$ cat config.mk
export PLATFORM = sky130hd
export DESIGN_NAME = leitor_matriz
export DESIGN_NICKNAME = d
export VERILOG_FILES = /design/src/rtl/leitor_matriz.sv
export SDC_FILE = /design/constraint.sdc
export NUM_CORES = 1
export LEC_CHECK = 0
export BUFFER_PORTS_ARGS = -buffer_cell sky130_fd_sc_hd__buf_2
export CORE_MARGIN = 2
export CORE_UTILIZATION = 56
export CTS_BUF_LIST = sky130_fd_sc_hd__clkbuf_8
export CTS_CLUSTER_SIZE = 24
export DETAILED_ROUTE_END_ITERATION = 12
export PLACE_DENSITY = 0.82
export RECOVER_POWER = 50
export SETUP_SLACK_MARGIN = 0.3
export SYNTH_ARGS = -nofsm -noshare
export SYNTH_HDL_FRONTEND = slang
export SYNTH_SLANG_ARGS = --single-unit
export TNS_END_PERCENT = 5
$ cat constraint.sdc
create_clock -name clk -period 2.5 [get_ports clk]
set_clock_uncertainty 0.15 [all_clocks]
set_input_delay 0.25 -clock clk [delete_from_list [all_inputs] [get_ports clk]]
set_output_delay 0.25 -clock clk [all_outputs]
set_load 0.005 [all_outputs]
$ cat src/rtl/leitor_matriz.sv
// Read-side streamer: captures a packed DIM x DIM signed matrix on start and
// emits it one element per valid/ready handshake, row-major or column-major.
module leitor_matriz #(
    parameter int DATA_W = 8,
    parameter int DIM    = 5,
    parameter int IDX_W  = 3
) (
    input  logic                      clk,
    input  logic                      reset,
    input  logic                      start,
    input  logic                      col_major,
    input  logic [DIM*DIM*DATA_W-1:0] matriz_in,
    output logic                      busy,
    output logic                      out_valid,
    input  logic                      out_ready,
    output logic [DATA_W-1:0]         out_data,
    output logic [IDX_W-1:0]          out_row,
    output logic [IDX_W-1:0]          out_col,
    output logic                      out_last,
    output logic                      done
);

    localparam int MAT_W = DIM * DIM * DATA_W;
    localparam logic [IDX_W-1:0] LAST_IDX = IDX_W'(DIM - 1);

    typedef enum logic [1:0] {
        IDLE,
        STREAM,
        FIN
    } state_t;

    state_t               state_q, state_d;
    logic [MAT_W-1:0]     mat_q, mat_d;
    logic                 colMajor_q, colMajor_d;
    logic [IDX_W-1:0]     row_q, row_d;
    logic [IDX_W-1:0]     col_q, col_d;
    logic [IDX_W-1:0]     advRow, advCol;
    logic                 isLast;
    logic                 handshake;
    logic [DATA_W-1:0]    grid [DIM][DIM];

    for (genvar r = 0; r < DIM; r++) begin : gRow
        for (genvar c = 0; c < DIM; c++) begin : gCol
            assign grid[r][c] = mat_q[(r*DIM+c)*DATA_W +: DATA_W];
        end
    end

    assign isLast    = (row_q == LAST_IDX) && (col_q == LAST_IDX);
    assign handshake = (state_q == STREAM) && out_ready;

    assign busy      = (state_q == STREAM);
    assign out_valid = (state_q == STREAM);
    assign out_last  = (state_q == STREAM) && isLast;
    assign done      = (state_q == FIN);
    assign out_data  = grid[row_q][col_q];
    assign out_row   = row_q;
    assign out_col   = col_q;

    // Nested wrap counters: the inner index is col in row-major order and
    // row in column-major order; the final wrap lands back on (0,0).
    always_comb begin
        advRow = row_q;
        advCol = col_q;
        if (!colMajor_q) begin
            if (col_q == LAST_IDX) begin
                advCol = '0;
                advRow = (row_q == LAST_IDX) ? '0 : row_q + IDX_W'(1);
            end else begin
                advCol = col_q + IDX_W'(1);
            end
        end else begin
            if (row_q == LAST_IDX) begin
                advRow = '0;
                advCol = (col_q == LAST_IDX) ? '0 : col_q + IDX_W'(1);
            end else begin
                advRow = row_q + IDX_W'(1);
            end
        end
    end

    always_comb begin
        state_d    = state_q;
        mat_d      = mat_q;
        colMajor_d = colMajor_q;
        row_d      = row_q;
        col_d      = col_q;
        unique case (state_q)
            IDLE: begin
                if (start) begin
                    state_d    = STREAM;
                    mat_d      = matriz_in;
                    colMajor_d = col_major;
                    row_d      = '0;
                    col_d      = '0;
                end
            end
            STREAM: begin
                if (handshake) begin
                    row_d = advRow;
                    col_d = advCol;
                    if (isLast) begin
                        state_d = FIN;
                    end
                end
            end
            FIN: begin
                state_d = IDLE;
            end
            default: begin
                state_d = IDLE;
            end
        endcase
    end

    always_ff @(posedge clk or negedge reset) begin
        if (!reset) begin
            state_q    <= IDLE;
            mat_q      <= '0;
            colMajor_q <= 1'b0;
            row_q      <= '0;
            col_q      <= '0;
        end else begin
            state_q    <= state_d;
            mat_q      <= mat_d;
            colMajor_q <= colMajor_d;
            row_q      <= row_d;
            col_q      <= col_d;
        end
    end

endmodule

==> results_dict.tcl, run 1 <==
set metrics [dict create \
    final_nets 1359 \
    layout_commonest_cell "buf_2" \
    status "complete, but fails checks" \
    ys_types 39 \
    die_area_mm2 0.0189 \
    drtAntennaViolNets 0 \
    power_mw 17.2 \
    crit_required_ns 2.10 \
    cellPowerDensity_mw_per_mm2 1210 \
    h-tree-depth 2 \
    yosys.area_share.xor_xnor 0 \
    synthAdderAreaFrac 0.00501 \
    crit_family "flip-flops" \
    hp-class "input pin to flop" \
    startpoint_type "flop" \
    start_util 0.576 \
    p_leak_nw 6.28 \
    worstMarginPinSlew_ns 1.62 \
    rows 48 \
    drtIter0Drc 695 \
    fillers 900 \
    drv_cap 1 \
    hpwl_um 18200 \
    ys_seq_elements 209 \
    path_clk_slew_ns 0.07 \
    endpoint_kind "primary output" \
    synth_mux_area_frac 0.307 \
    synth_compound_area_frac 0.0839 \
    synth_top_family_by_area "multiplexers" \
    clock_path_buffers 3 \
    ios 223 \
    netlist_instances 717 \
    rsz0062_at_grt "yes" \
    timing.setup.tns_ns -1.00 \
    max_stage_delay_ns 0.49 \
    wl_per_cell_um 23.5 \
    grt-ovfl-total 0 \
    cts.sinks 209 \
    setup_viol 8 \
    syn_avg_cell_area_um2 13.9 \
    clkLatencyLatePin_ns 0.52 \
    dp_slack_ns 0.223 \
    layout_common_cells "buf_2, dfrtp_1, dlygate4sd3_1, mux2_2, mux2_1" \
    register_area_mm2 0.00524 \
    synth_seq_area_share 0.524 \
    grt_pass1_vias 9254 \
    portBuffers 222 \
    critPathSlowestCell "dfrtp_2" \
    critPathMaxFanout 15 \
    drive_gt1_frac 0.410 \
    holdWs_ns 0.115 \
    syn_area_mm2 0.00999 \
    route.vias.total 8175 \
    multi_input_area_mm2 0.00453 \
    die_w_um 138 \
    core_mm2 0.0174 \
    fmax_ghz 0.376 \
    yosysWarnings 0 \
    die_h_um 138 \
    area_growth_pct 42.6 \
    wl_um 32900 \
    drt-pass1-iter-count 5 \
    root_buffer "clkbuf_8" \
    gp_congestion 0.950 \
    synth_simple_gate_area_frac 0.0337 \
    crit_type "flop to primary output" \
    crit_arrival_ns 2.26 \
    routed_via_density 5.84 \
    layout.cells.non_filler 1401 \
    finalMaxSlewViolations 66 \
    setup_ws_ns -0.159 \
    violations "max-capacitance violations, max-slew violations, negative setup slack" \
    post-route-drc-count 0 \
    grt_pass1_wl_um 49700 \
    dp_cells 1131 \
    synth_nets 926 \
    min_period_over_period 1.06 \
    max-vdd-ir-drop_mv 0.710 \
    grt_max_degree 76 \
    cp_cell_sequence "buf_12 -> mux2_2 -> o22ai_2 -> nor4_2 -> a21oi_1 -> o21ai_1 -> buf_2" \
    cts_made_buffers 36 \
    finalHoldViolCount 0 \
    max_slew_margin -0.0775 \
    cts_tree "built" \
    cp_num_buf_inv 2 \
    grt.total_usage 0.354 \
    antenna_found_initial 3 \
    fin_crit_ns 2.66 \
]
-- worst register-to-register path: stages, from the launching register on --
cell	delay, ns
dfrtp_2	0.49
buf_6	0.17
inv_2	0.07
buf_12	0.16
ha_1	0.21
a21oi_1	0.35
a21boi_2	0.16
o21ai_0	0.13
o2bb2ai_1	0.16
-- final cells by class --
cell class | instances | share of cell area
repair buffers | 449 | 0.244
clock buffers | 46 | 0.0444
inverters | 6 | 0.00184
multi-input cells | 448 | 0.318
flip-flops and latches | 209 | 0.367
well taps | 225 | 0.0198
diodes | 3 | 0.000527
clock inverters | 15 | 0.00421
-- registers in the layout, indices dropped and copies added, names as in the netlist --
| signal | cells |
|---|---|
| state_q | 2 |
| out_row | 3 |
| mat_q | 200 |
| out_col | 3 |
| colMajor_q | 1 |
-- layer usage --
layer  part of all wire  routed length (µm)  track usage  vias up
met5                  0                   0            0        -
met4              0.045                1480        0.175        0
met3              0.081                2680       0.0935      123
met2               0.52               17100        0.631      449
met1               0.35               11600        0.389     4058
li1                   -                   -            -     3545
-- cell usage after synthesis (all sizes together) --
library cell | number | area share
mux2 | 225 | 0.25
dfrtp | 209 | 0.52
buf | 50 | 0.043
a211oi | 38 | 0.032
mux2i | 35 | 0.035
nor2b | 18 | 0.011
o22ai | 16 | 0.010
a22oi | 15 | 0.011
o21ai | 14 | 0.0070
o31ai | 14 | 0.011
a21oi | 12 | 0.0060
nor3 | 9 | 0.0045
mux4 | 8 | 0.018
nor4 | 8 | 0.0050
nand2b | 7 | 0.0044
nand2 | 6 | 0.0023
inv | 5 | 0.0019
clkbuf | 4 | 0.0015
ha | 4 | 0.0050
nor2 | 4 | 0.0015
and3 | 2 | 0.0013
nand3 | 2 | 0.0010
o21a | 2 | 0.0015
o2bb2ai | 2 | 0.0018
or2 | 2 | 0.0013
a211o | 1 | 0.00088
a21boi | 1 | 0.0011
a21o | 1 | 0.00075
a221oi | 1 | 0.0015
clkinv | 1 | 0.00038
nor3b | 1 | 0.0013
-- what timing repair did --
action                                  CTS  global route
endpoints found under the setup margin    9            12
pin swaps                                15             2
endpoints found under the hold margin   264             0
hold buffers                            203             0
buffers inserted                          2             0
gates cloned                              1             0
gates resized for setup                  43            14
-- final timing paths --
| check | cells after the start | from | slack, ns | end |
|---|---|---|---|---|
| worst min register to register | 1 | mat_q[13]$_DFFE_PN0P_ | 0.33 | mat_q[13]$_DFFE_PN0P_ |
| worst min-delay path | 3 | start | 0.11 | colMajor_q$_DFFE_PN0P_ |
| min in group asynchronous | 2 | reset | 0.52 | mat_q[142]$_DFFE_PN0P_ |
| max in group asynchronous | 3 | reset | 0.35 | mat_q[28]$_DFFE_PN0P_ |
| worst max-delay path | 7 | out_row[0]$_DFFE_PN0P_ | -0.16 | out_data[5] |
| worst max register to register | 8 | out_row[0]$_DFFE_PN0P_ | 0.36 | out_col[2]$_DFFE_PN0P_ |
-- stage by stage --
step	cell area (µm²)	utilization
after floorplan	9990	-
after global placement	11200	0.647
after detailed placement	11200	0.647
after CTS	14200	0.819
after global routing	14200	0.821
final	14200	0.821
-- power by group --
group,internal (mW),switching [mW],total [mW]
clock,1.64,1.44,3.08
sequential,5.13,1.26,6.39
combinational,3.88,3.88,7.77
-- logic make-up (layout without fill, tap and decap cells) --
group                    Yosys count  count (layout)
adder cells (fa/ha/maj)            4               4
other                              0               3
flip-flops                       209             209
buffers and inverters             60             516
AO/OA/AOI/OAI                    117             117
AND/OR/NAND/NOR                   59              59
multiplexers                     268             268
(Power assumes the default switching activity.)
==> run 2, diff against run 1 <==
--- a/config.mk
+++ b/config.mk
@@ -7,11 +7,10 @@
 export LEC_CHECK = 0
 export BUFFER_PORTS_ARGS = -buffer_cell sky130_fd_sc_hd__buf_2
 export CORE_MARGIN = 2
-export CORE_UTILIZATION = 56
-export CTS_BUF_LIST = sky130_fd_sc_hd__clkbuf_8
+export CORE_UTILIZATION = 35
+export CTS_BUF_LIST = sky130_fd_sc_hd__clkbuf_16
 export CTS_CLUSTER_SIZE = 24
 export DETAILED_ROUTE_END_ITERATION = 12
-export PLACE_DENSITY = 0.82
 export RECOVER_POWER = 50
 export SETUP_SLACK_MARGIN = 0.3
 export SYNTH_ARGS = -nofsm -noshare
==> run 2 against run 1 <==
The run ends with negative setup slack left. First-iteration DRC count decreased by 33%. Die area rose by 58%. Global-route usage down 15 points. Clock power rose by 6.8%. Sequential share of layout area fell by 0.90 points. Critical path depth grew 1. Sequential cell count unchanged. Hold slack improved by 0.099 ns. Combinational power up 0.9%. Clock-buffer cell count shrank 21. Via count decreased by 6.8%. Power is 1.0% higher. Critical endpoint is now out_data[7].
==> results_dict.tcl, run 2 (synthesis results as in run 1) <==
set metrics [dict create \
    setup_viol 8 \
    critPathMaxFanout 16 \
    largest_reg_flops 200 \
    clock_path_buffers 3 \
    grt_pass1_vias 8239 \
    drtAntennaViolNets 0 \
    crit_required_ns 2.10 \
    regMostFlops "mat_q" \
    start_util 0.358 \
    route.vias.total 7616 \
    grt.total_usage 0.199 \
    antenna_found_initial 2 \
    violations "negative setup slack" \
    cts_made_buffers 24 \
    min_period_over_period 1.11 \
    dp_slack_ns 0.0977 \
    status "complete, but fails checks" \
    ios 223 \
    core_mm2 0.0279 \
    grt_pass1_wl_um 46800 \
    hpwl_um 20700 \
    wl_um 30400 \
    worstMarginPinSlew_ns 1.29 \
    finalMaxSlewViolations 0 \
    cp_cell_sequence "buf_6 -> buf_12 -> mux2i_2 -> a22oi_2 -> o21ai_1 -> o31ai_1 -> buf_4 -> buf_2" \
    grt_max_degree 75 \
    crit_family "buffers and inverters" \
    setup_ws_ns -0.271 \
    cts.sinks 209 \
    crit_type "flop to primary output" \
    root_buffer "clkbuf_16" \
    layout_commonest_cell "buf_2" \
    grt-ovfl-total 0 \
    post-route-drc-count 0 \
    drt-pass1-iter-count 5 \
    die_area_mm2 0.0299 \
    wl_per_cell_um 19.7 \
    max_stage_delay_ns 0.55 \
    max_slew_margin 0.140 \
    endpoint_kind "primary output" \
    cp_num_buf_inv 4 \
    max-vdd-ir-drop_mv 0.656 \
    p_leak_nw 6.31 \
    drive_gt1_frac 0.401 \
    portBuffers 222 \
    holdWs_ns 0.214 \
    drtIter0Drc 467 \
    fmax_ghz 0.361 \
    rows 61 \
    routed_via_density 4.92 \
    cellPowerDensity_mw_per_mm2 1190 \
    gp_congestion 0.844 \
    drv_cap 0 \
    cts_tree "built" \
    die_h_um 173 \
    die_w_um 173 \
    h-tree-depth 1 \
    finalHoldViolCount 0 \
    clkLatencyLatePin_ns 0.52 \
    path_clk_slew_ns 0.06 \
    fin_crit_ns 2.77 \
    startpoint_type "flop" \
    final_nets 1361 \
    area_growth_pct 46.3 \
    rsz0062_at_grt "yes" \
    layout_common_cells "buf_2, dfrtp_1, dlygate4sd3_1, mux2_2, mux2_1" \
    crit_arrival_ns 2.37 \
    critPathSlowestCell "dfrtp_4" \
    hp-class "input pin to flop" \
]
run 2: metal layers:
layer / GRT usage / wire length (µm)
met4: 0.0583 / 884
met2: 0.339 / 14800
met5: 0 / 0
met1: 0.258 / 13200
met3: 0.0376 / 1600
run 2: power by group:
part	switching, mW	leakage [nW]	internal, mW
sequential	1.14	2.47	5.14
clock	1.39	0.370	1.90
combinational	3.80	3.47	4.04
run 2: cell type report:
cell class / count / area (µm²)
timing repair buffer: 463 / 3630
tap: 378 / 473
inverter: 6 / 28.8
antenna: 2 / 5.00
sequential: 209 / 5240
multi-input combinational: 448 / 4500
clock buffer: 25 / 626
clock inverter: 18 / 106
fill: 2384 / 13300
run 2: tightest hold or removal path, stage by stage:
cell and delay [ns]:
buf_2 0.11, mux2i_1 0.12, nor2_1 0.07, o21a_1 0.15
o21ai_0 0.14
run 2: path summary, 6_finish.rpt:
kind                       cells after the start                    from  slack (ns)                endpoint
setup reg to reg                               8  out_row[0]$_DFFE_PN0P_        0.45  out_col[0]$_DFFE_PN0P_
hold reg to reg                                1  mat_q[198]$_DFFE_PN0P_        0.33  mat_q[198]$_DFFE_PN0P_
min in group asynchronous                      2                   reset        0.40  mat_q[163]$_DFFE_PN0P_
max in group asynchronous                      3                   reset        0.47  mat_q[106]$_DFFE_PN0P_
hold / removal                                 5                   start        0.21  out_row[1]$_DFFE_PN0P_
setup / recovery                               8  out_col[0]$_DFFE_PN0P_       -0.27             out_data[7]
run 2: what timing repair did:
item                                   in CTS  in global routing
setup endpoints to repair                   9                  9
resized for setup                          46                  9
endpoints found under the hold margin     309                  0
pin swaps                                  15                  7
setup buffers                               5                  3
gates cloned                                0                  1
hold buffers                              203                  0
run 2: per-stage QoR:
step	instance area [µm²]	instances	util	TNS [ns]	power [mW]
after floorplan	9990	717	-	0	10.8
after global placement	11500	1292	0.413	0	13.1
after detailed placement	11500	1292	0.413	0	13.2
after CTS	14500	1543	0.521	-1.75	17.3
after global routing	14600	1548	0.523	-2.30	18.4
final	14600	1549	0.523	-1.68	17.4
==> run 3, diff against run 2 <==
--- a/config.mk
+++ b/config.mk
@@ -7,10 +7,11 @@
 export LEC_CHECK = 0
 export BUFFER_PORTS_ARGS = -buffer_cell sky130_fd_sc_hd__buf_2
 export CORE_MARGIN = 2
-export CORE_UTILIZATION = 35
+export CORE_UTILIZATION = 45
 export CTS_BUF_LIST = sky130_fd_sc_hd__clkbuf_16
 export CTS_CLUSTER_SIZE = 24
 export DETAILED_ROUTE_END_ITERATION = 12
+export PLACE_DENSITY = 0.68
 export RECOVER_POWER = 50
 export SETUP_SLACK_MARGIN = 0.3
 export SYNTH_ARGS = -nofsm -noshare
==> run 3 against run 2 <==
The run ends with max-capacitance violations, max-slew violations, negative setup slack left. Via count is 1.1% higher. Largest cell class unchanged. Setup slack worse by 0.0035 ns. Critical endpoint is now out_data[4]. Sequential cell count stayed put.
==> results_dict.tcl, run 3 (synthesis results as in run 1) <==
set metrics [dict create \
    start_util 0.458 \
    rows 54 \
    crit_family "compound AO/OA/AOI/OAI gates" \
    finalMaxSlewViolations 74 \
    min_period_over_period 1.11 \
    register_area_mm2 0.00524 \
    cts_tree "built" \
    setup_ws_ns -0.275 \
    fmax_ghz 0.360 \
    root_buffer "clkbuf_16" \
    hpwl_um 18700 \
    final_nets 1358 \
    core_mm2 0.0218 \
    routed_via_density 5.33 \
    crit_arrival_ns 2.37 \
    violations "max-capacitance violations, max-slew violations, negative setup slack" \
    grt_use_met3 0.0408 \
    gp_congestion 0.826 \
    grt_pass1_vias 8293 \
    cp_cell_sequence "buf_12 -> buf_4 -> mux2i_2 -> a22oi_2 -> o21ai_1 -> o31ai_1 -> buf_2" \
    drt-pass1-iter-count 5 \
    post-route-drc-count 0 \
    wl_per_cell_um 20.8 \
    grt-ovfl-total 0 \
    clock_path_buffers 3 \
    grt_max_degree 76 \
    setup_viol 9 \
    finalHoldViolCount 0 \
    drtAntennaViolNets 0 \
    grt_pass1_wl_um 47000 \
    fillers 1561 \
    crit_type "flop to primary output" \
    grt_use_met1 0.357 \
    grt_busiest_layer "met2" \
    crit_required_ns 2.10 \
    layout_commonest_cell "buf_2" \
    max_slew_margin -0.346 \
    die_area_mm2 0.0234 \
    cts.sinks 209 \
    drv_cap 1 \
    cts_made_buffers 24 \
    layout.cells.non_filler 1446 \
    wl_um 30000 \
    startpoint_type "flop" \
    drtIter0Drc 501 \
    regMostFlops "mat_q" \
    grt.total_usage 0.256 \
    hp-class "input pin to flop" \
    rsz0062_at_grt "yes" \
    cellPowerDensity_mw_per_mm2 1210 \
    critPathMaxFanout 7 \
    max-vdd-ir-drop_mv 0.819 \
    dp_slack_ns 0.0511 \
    status "complete, but fails checks" \
    h-tree-depth 1 \
    max_stage_delay_ns 0.57 \
    portBuffers 222 \
    worstMarginPinSlew_ns 2.02 \
    drive_gt1_frac 0.411 \
    dp_cells 1186 \
    ios 223 \
    fin_crit_ns 2.77 \
    die_h_um 153 \
    cp_num_buf_inv 3 \
    timing.setup.tns_ns -1.58 \
    clkLatencyLatePin_ns 0.52 \
    use_met2 0.411 \
    critPathSlowestCell "dfrtp_4" \
    area_growth_pct 46.0 \
    antenna_found_initial 0 \
    die_w_um 153 \
    largest_reg_flops 200 \
    route.vias.total 7700 \
    layout_common_cells "buf_2, dfrtp_1, dlygate4sd3_1, mux2_2, mux2_1" \
    path_clk_slew_ns 0.06 \
    p_leak_nw 6.36 \
    multi_input_area_mm2 0.00462 \
    endpoint_kind "primary output" \
]
## run 3: changes by cell type in the layout (fill, tap and decap cells not counted), moves of 4 or more
cell      before  now
a211oi_2       7   13
a211oi_1      27   23
o22ai_1       15    8
mux2_4         0    4
o22ai_2        1    6
mux2_2       116  112
## run 3: area by class of cell
type,instances,share of cell area
Clock buffer,25,0.0429
Sequential cell,209,0.359
Clock inverter,17,0.00875
Inverter,6,0.00240
Antenna cell,1,0.000172
Tap cell,280,0.0240
Timing Repair Buffer,460,0.246
Multi-Input combinational cell,448,0.317
## run 3: worst paths after layout
path                                         from                     end  slack, ns  cells after the start
setup / recovery           out_col[0]$_DFFE_PN0P_             out_data[4]      -0.27                      7
hold / removal                              start  out_row[1]$_DFFE_PN0P_       0.22                      5
setup reg to reg           out_row[0]$_DFFE_PN0P_  out_col[0]$_DFFE_PN0P_       0.34                      8
hold reg to reg              mat_q[4]$_DFFE_PN0P_    mat_q[4]$_DFFE_PN0P_       0.34                      1
max in group asynchronous                   reset   mat_q[77]$_DFFE_PN0P_       0.28                      3
min in group asynchronous                   reset   mat_q[80]$_DFFE_PN0P_       0.68                      2
## run 3: worst register-to-register path: stages (launching register included)
cell and delay, ns:
dfrtp_2 0.47, buf_4 0.21, inv_2 0.05, buf_4 0.21
ha_1 0.24, a21oi_1 0.36, a21boi_2 0.15, nand2_1 0.12
mux2i_1 0.08
## run 3: stage by stage
step	cell area [µm²]	hold slack, ns	utilization	total power, mW
finish	14600	0.219	0.669	17.6
global route	14600	0.262	0.668	18.6
CTS	14500	0.196	0.663	17.3
detailed placement	11300	0.179	0.518	12.8
global placement	11300	0.178	0.518	12.7
floorplan	9990	-0.196	-	10.8
## run 3: power breakdown
group	total [mW]	switching (mW)	internal, mW
Clock	3.40	1.39	2.00
Sequential	6.31	1.17	5.14
Combinational	7.90	3.79	4.11
Total	17.6	6.36	11.2
## run 3: layer usage
layer	wire (µm)	share of wire	vias up
met3	1440	0.048	74
met4	1070	0.035	0
li1	-	-	3536
met1	13400	0.45	3841
met5	0	0	-
met2	14100	0.47	249
## run 3: timing repair
item	in CTS	in global routing
buffers inserted	9	4
pin swaps	5	10
endpoints found under the hold margin	274	0
gates cloned	1	0
endpoints found under the setup margin	9	16
hold buffers	203	0
resized for setup	58	21
